**src/rtl/decoder_param.sv**
```systemverilog
// decoder_param: registered one-hot decoder with a self-scan sweep mode.
// Define DECODER_ERRCNT_EN to add the saturating out-of-range counter o_err_cnt.
module decoder_param #(
  parameter int IN_W      = 4,
  parameter int OUT_N     = 10,
  parameter int SCAN_HOLD = 2
) (
  input  logic             i_clk,
  input  logic             i_rst_n,
  input  logic             i_valid,
  input  logic [IN_W-1:0]  i_data,
  input  logic             i_mode,
  output logic [OUT_N-1:0] o_decode,
  output logic             o_valid,
  output logic             o_err,
  output logic             o_scan_done
`ifdef DECODER_ERRCNT_EN
  ,
  output logic [7:0]       o_err_cnt
`endif
);
  localparam int SW = $clog2(OUT_N + 1);
  localparam int HW = $clog2(SCAN_HOLD + 1);
  typedef enum logic [1:0] {IDLE, DECODE, SCAN, DONE} state_t;
  state_t state, state_nx;
  logic [SW-1:0] scan_cnt, scan_nx;
  logic [HW-1:0] hold_cnt, hold_nx;
  logic [OUT_N-1:0] one, dec_nx;
  logic valid_nx, err_nx, done_nx, oor, last_hold, sweep_end;
  assign one       = {{(OUT_N-1){1'b0}}, 1'b1};
  assign oor       = 32'(i_data) >= OUT_N;
  assign last_hold = hold_cnt == HW'(SCAN_HOLD - 1);
  // scan_cnt reaching OUT_N means the final code has already been held
  assign sweep_end = scan_cnt == SW'(OUT_N);
  always_comb begin
    state_nx = state;
    scan_nx  = scan_cnt;
    hold_nx  = hold_cnt;
    dec_nx   = o_decode;
    err_nx   = o_err;
    valid_nx = 1'b0;
    done_nx  = 1'b0;
    case (state)
      IDLE, DECODE: begin
        if (i_mode) begin
          state_nx = SCAN;
          scan_nx  = '0;
          hold_nx  = '0;
        end else if (i_valid) begin
          state_nx = DECODE;
          dec_nx   = oor ? '0 : one << i_data;
          err_nx   = oor;
          valid_nx = 1'b1;
        end else
          state_nx = IDLE;
      end
      SCAN: begin
        if (!i_mode)
          state_nx = IDLE;
        else if (sweep_end) begin
          state_nx = DONE;
          done_nx  = 1'b1;
        end else begin
          dec_nx   = one << scan_cnt;
          err_nx   = 1'b0;
          valid_nx = 1'b1;
          hold_nx  = last_hold ? '0 : hold_cnt + 1'b1;
          scan_nx  = scan_cnt + SW'(last_hold);
        end
      end
      default: state_nx = IDLE;
    endcase
  end
  always_ff @(posedge i_clk or negedge i_rst_n)
    if (!i_rst_n) begin
      state       <= IDLE;
      scan_cnt    <= '0;
      hold_cnt    <= '0;
      o_decode    <= '0;
      o_valid     <= 1'b0;
      o_err       <= 1'b0;
      o_scan_done <= 1'b0;
    end else begin
      state       <= state_nx;
      scan_cnt    <= scan_nx;
      hold_cnt    <= hold_nx;
      o_decode    <= dec_nx;
      o_valid     <= valid_nx;
      o_err       <= err_nx;
      o_scan_done <= done_nx;
    end
`ifdef DECODER_ERRCNT_EN
  always_ff @(posedge i_clk or negedge i_rst_n)
    if (!i_rst_n)
      o_err_cnt <= '0;
    else if (valid_nx && err_nx && o_err_cnt != 8'hff)
      o_err_cnt <= o_err_cnt + 8'd1;
`endif
endmodule

```
**config.mk**
```make
export PLATFORM = sky130hd
export DESIGN_NAME = decoder_param
export DESIGN_NICKNAME = d
export VERILOG_FILES = /design/src/rtl/decoder_param.sv
export SDC_FILE = /design/constraint.sdc
export NUM_CORES = 1
export LEC_CHECK = 0
export CORE_ASPECT_RATIO = 0.9
export CORE_UTILIZATION = 51
export CTS_CLUSTER_SIZE = 24
export DETAILED_ROUTE_END_ITERATION = 12
export PLACE_DENSITY = 0.84
export SETUP_SLACK_MARGIN = 0.15
export SYNTH_ARGS = -nofsm -noshare
export SYNTH_HDL_FRONTEND = slang
export SYNTH_SLANG_ARGS = --single-unit
```
**constraint.sdc**
```tcl
create_clock -name i_clk -period 2 [get_ports i_clk]
set_input_delay 0.3 -clock i_clk [delete_from_list [all_inputs] [get_ports i_clk]]
set_output_delay 0.3 -clock i_clk [all_outputs]
set_load 0.005 [all_outputs]
```
After elaboration in Yosys (flattened, before gate mapping)
Index checks and enable logic that the tools add are counted.
{"block": "word_totals", "ff_bits": 21, "in_bits": 8, "output_inout_bits": 13, "elab_cells": 60}
{"block": "classes", "add_sub_neg": 2, "magnitude_cmp": 1, "eq_ne": 10, "shifts": 2, "n_mux": 33, "n_reduce_logical": 5}
{"operator": "$mux 10", "count": 5}
{"operator": "$pmux 10 s2", "count": 1}
{"operator": "$shl 1x4->10 const A", "count": 2}
{"operator": "$mux 2", "count": 7}
{"operator": "$mux 1", "count": 12}
{"operator": "$mux 4", "count": 3}
{"operator": "$ne 2x2->1 const B", "count": 5}
{"operator": "$pmux 2 s2", "count": 2}
{"operator": "$pmux 4 s2", "count": 1}
{"operator": "$reduce_and 5->1", "count": 1}
{"operator": "$add 4x1->4", "count": 1}
{"operator": "$eq 2x1->1 const B", "count": 2}
{"operator": "$eq 4x4->1 const B", "count": 1}
{"operator": "$ge 4x4->1 const B", "count": 1}
{"operator": "$pmux 1 s2", "count": 2}
{"operator": "$reduce_and 4->1", "count": 1}
{"operator": "$ne 3x3->1 const B", "count": 1}
{"operator": "$add 2x1->2 const B", "count": 1}
{"operator": "$eq 2x2->1 const B", "count": 1}
{"operator": "$logic_not 2->1", "count": 1}
{"operator": "$reduce_bool 2->1", "count": 1}
{"operator": "$reduce_or 2->1", "count": 1}

Depth between registers and ports, before layout
{"block": "logic_depth", "depth_word": 5, "ltp_mapped": 7, "depth_no_buf": 7}

Least setup slack after synthesis
Ideal clock, no wire load.
{"block": "synth_timing", "kind": "register -> register", "startpoint": "register scan_cnt[0]", "endpoint": "register o_decode[2]", "setup_ns": 0.125, "arrival_ns": 1.268, "t_required_ns": 1.875, "slack_ns": 0.607, "stages_incl_launch_ff": 5, "n_path_buf": 1, "path_cell_list": "dfrtp_1 > nand4bb_1 > buf_2 > a21o_4 > mux2_4"}
{"block": "synth_between", "elab_chain_len": 4, "elab_cells_between_ends": 7, "classes_between": "eq/ne (2); shift (1); mux (3); reduce/logical (1)"}
{"item": "start, declared", "line": "26", "text": "logic [SW-1:0] scan_cnt, scan_nx;"}
{"item": "start signal, assigned", "line": "85", "text": "scan_cnt <= scan_nx;"}
{"item": "$shl 1x4->10", "line": "64", "text": "dec_nx = one << scan_cnt;"}
{"item": "$mux 10", "line": "60", "text": "else if (sweep_end) begin"}
{"item": "$mux 10", "line": "58", "text": "if (!i_mode)"}
{"item": "$pmux 10 s2", "line": "43", "text": "case (state)"}
{"item": "end signal, assigned", "line": "87", "text": "o_decode <= dec_nx;"}
{"item": "end, declared", "line": "13", "text": "output logic [OUT_N-1:0] o_decode,"}
Several ways; a longest one is shown, not always the timed one. The select of a mux whose other input is x is not followed.
A chain may end at the register's enable or synchronous reset.

Final worst setup path
{"block": "layout_timing", "startpoint": "input port i_mode", "endpoint": "register o_decode[2]"}
{"block": "layout_between", "elab_chain_len": 2, "elab_cells_between_ends": 3, "classes_between": "eq/ne (2); reduce/logical (1)"}
{"item": "start, declared", "line": "12", "text": "input logic i_mode,"}
{"item": "$ne 2x2->1 (no source line)"}
{"item": "$reduce_and 5->1 (no source line) (*)"}
Every way passes the cells marked *; elsewhere a longest branch is shown, timed or not.

==> key figures <==
Logic synthesis
  • Top cells by area, synth: dfrtp_1 (46%), a211oi_1 (5.9%), a31oi_1 (4.9%), nand2_1 (3.6%), nor2b_1 (3.3%)
  • Synthesized instance count: 113
  • Post-synthesis async set-or-reset flop share: 100%
  • Synth cell count leaders: dfrtp_1 (21), nand2_1 (11), a211oi_1 (9), a31oi_1 (9), nor2b_1 (6)
  • Distinct cells, synth: 36
  • Register area share after synthesis: 45.7%
  • Mapped Area: 1150 µm²
  • Most frequent cell after synthesis: dfrtp_1
  • Top_reg_cell synth: dfrtp_1
  • Flops & latches, synth: 21
  • Post-synth EDFFs: 0
  • Mapped Avg Cell Area: 10.2 µm²
  • Synth warnings: 0
  • Syn Nets: 123
  • Top cell type's share of synthesized area: 45.7%
  • Post-synth top area cell: dfrtp_1

Detailed routing
  • Remaining DRCs: 0
  • Antenna-violating nets left: 0
  • Via count: 984
  • Vias/cell: 6.11
  • Wirelength per Cell: 15.7 µm
  • Routed WL: 2530 µm
  • DRT Pass-1 Iters: 4
  • DRT iter0 DRCs: 33

Cells and area
  • Area grow syn2layout: 22.0%
  • Final net count: 147
  • FILL cells: 155
  • Share of layout cells above drive strength 1: 10.3%
  • Diode count: 0

Placed design
  • Placer Congestion: 0.862
  • I/O Buffers: 20
  • HPWL Detailed: 1840 µm

Clock tree
  • # clock sinks: 21
  • Hold bufs inserted after CTS: 0
  • Post-CTS Setup Inserts: 0
  • Cts repair resizes: 0
  • Clock latency on the worst-skew pair: 0.29 ns
  • Htree depth: 1
  • Max clock buf depth: 2
  • Root Buffer Master: clkbuf_4
  • Num CTS Buffers: 3
  • Reg clk slew, reported paths: 0.11 ns
  • CTS tree: built

Setup path
  • Worst path cell trace: clkdlybuf4s50_1, nor3b_1, a21o_4, mux2_4
  • Crit path max-delay family: buffers and inverters
  • CP arrival: 1.77 ns
  • Bufs and invs on worst path: 1
  • Worst EP required: 2.19 ns
  • Worst path max stage delay: 0.54 ns
  • Worst Setup Start Kind: primary input
  • Crit path max fanout: 12
  • Crit. End Element: register
  • Worst path slowest cell: clkdlybuf4s50_1
  • Crit path kind: primary input to register

GRT
  • First-pass GRT wire length: 4340 µm
  • Initial antenna violation count: 0
  • Pin count of the biggest net entering global routing: 22
  • Vias in the first global route: 924
  • GRT Residual Overflow: 0
  • Tot GR Track Use: 24.6%

Die
  • Die Area: 2450 µm²
  • Initial Utilization: 57.3%
  • # IOs: 21
  • Core area: 2010 µm²
  • FP Rows: 15
  • Height of the die: 47.0 µm
  • Die X: 52.1 µm

Run
  • Max-capacitance violation count: 0

Timing
  • Slew Limit Fails: 0
  • Setup TNS: 0 ns
  • Rel. slew slack: 59.6%
  • Hold Slack: 0.334 ns
  • Tcrit/Tclk final: 78.9%
  • Setup repair after global routing missed its margin: no
  • Clock Skew: 0.00219 ns
  • Fin crit period: 1.58 ns
  • Worst Tran Pin Value: 0.597 ns
  • Fmax: 634 MHz
  • Final setup violation count: 0
  • Final Hold Fails: 0

Pwr
  • Sw frac: 28.6%
  • VDD IR max: 0.527 mV
  • Sequential power share: 52.7%
  • Combinational share of power: 27.9%
  • P_leak: 0.582 nW
  • Internal power: 0.718 mW
  • Pwr Density: 717 nW/µm²
  • Clock Power Share: 19.5%
  • Switching power total: 0.288 mW

Min path
  • Worst hold path class: primary input to async pin

Run status
  • Status: finished clean
-- sequential cells by signal, indices dropped and copies added, names as in the netlist --
name,count
hold_cnt,2
o_scan_done,1
scan_cnt,4
o_decode,10
o_err,1
o_valid,1
state,2
-- layout by cell type (no fill, tap or decap), types with 3 or more instances in the layout --
cell type        instances
dfrtp_1                 21
clkdlybuf4s50_1         20
nand2_1                 11
a211oi_1                 9
a31oi_1                  9
nor2b_1                  6
inv_1                    5
nand3_1                  5
nor2_1                   4
nand4_1                  4
buf_4                    4
mux2i_1                  3
clkbuf_4                 3
-- layout make-up --
class                   instances  area [µm²]  area share [%]
multi-input cells              82         571            40.7
flip-flops and latches         21         526            37.5
repair buffers                 24         230            16.4
well taps                      25        31.3            2.23
clock buffers                   4        26.3            1.87
inverters                       5        18.8            1.34
-- path summary, 6_finish.rpt --
kind	start	end	slack, ns	cells past startpoint
worst min register to register	hold_cnt[0]	hold_cnt[1]	0.46	1
worst min-delay path	i_rst_n	hold_cnt[1]	0.33	2
max in group asynchronous	i_rst_n	o_decode[5]	1.46	2
min in group i_clk	hold_cnt[0]	hold_cnt[1]	0.46	1
worst max register to register	state[1]	o_decode[2]	0.50	3
worst max-delay path	i_mode	o_decode[2]	0.42	4
-- metrics by stage --
stage | utilization, % | std cells | setup slack (ns) | instance area, µm² | total power, mW
2_1_floorplan | - | 113 | 0.607 | 1150 | 0.673
3_3_place_gp | 68.5 | 157 | 0.224 | 1380 | 0.806
3_5_place_dp | 68.5 | 157 | 0.118 | 1380 | 0.817
4_1_cts | 69.8 | 161 | 0.429 | 1400 | 1.02
5_1_grt | 69.8 | 161 | 0.343 | 1400 | 1.08
6_report | 69.8 | 161 | 0.422 | 1400 | 1.01
-- cell families after synthesis --
kind of cell / synth area share (%)
AND/OR/NAND/NOR: 24.6
AO/OA/AOI/OAI: 18.9
flip-flops: 45.7
buffers and inverters: 4.68
multiplexers: 3.92
adder cells (fa/ha/maj): 2.18
-- power groups by stage --
stage	sequential, mW	combinational (mW)	clock (mW)
after floorplan	0.532	0.142	0
after global placement	0.533	0.274	0
after detailed placement	0.538	0.279	0
after CTS	0.530	0.281	0.206
after global routing	0.539	0.310	0.228
final	0.530	0.280	0.196
-- layer usage --
layer	global-route usage [%]	vias to the layer above	routed length [µm]
li1	-	471	-
met1	37.0	470	1250
met2	36.7	39	1110
met3	3.88	4	144
met4	7.03	0	19
met5	0	-	0
Note: power is estimated with default switching activity, not from simulation.
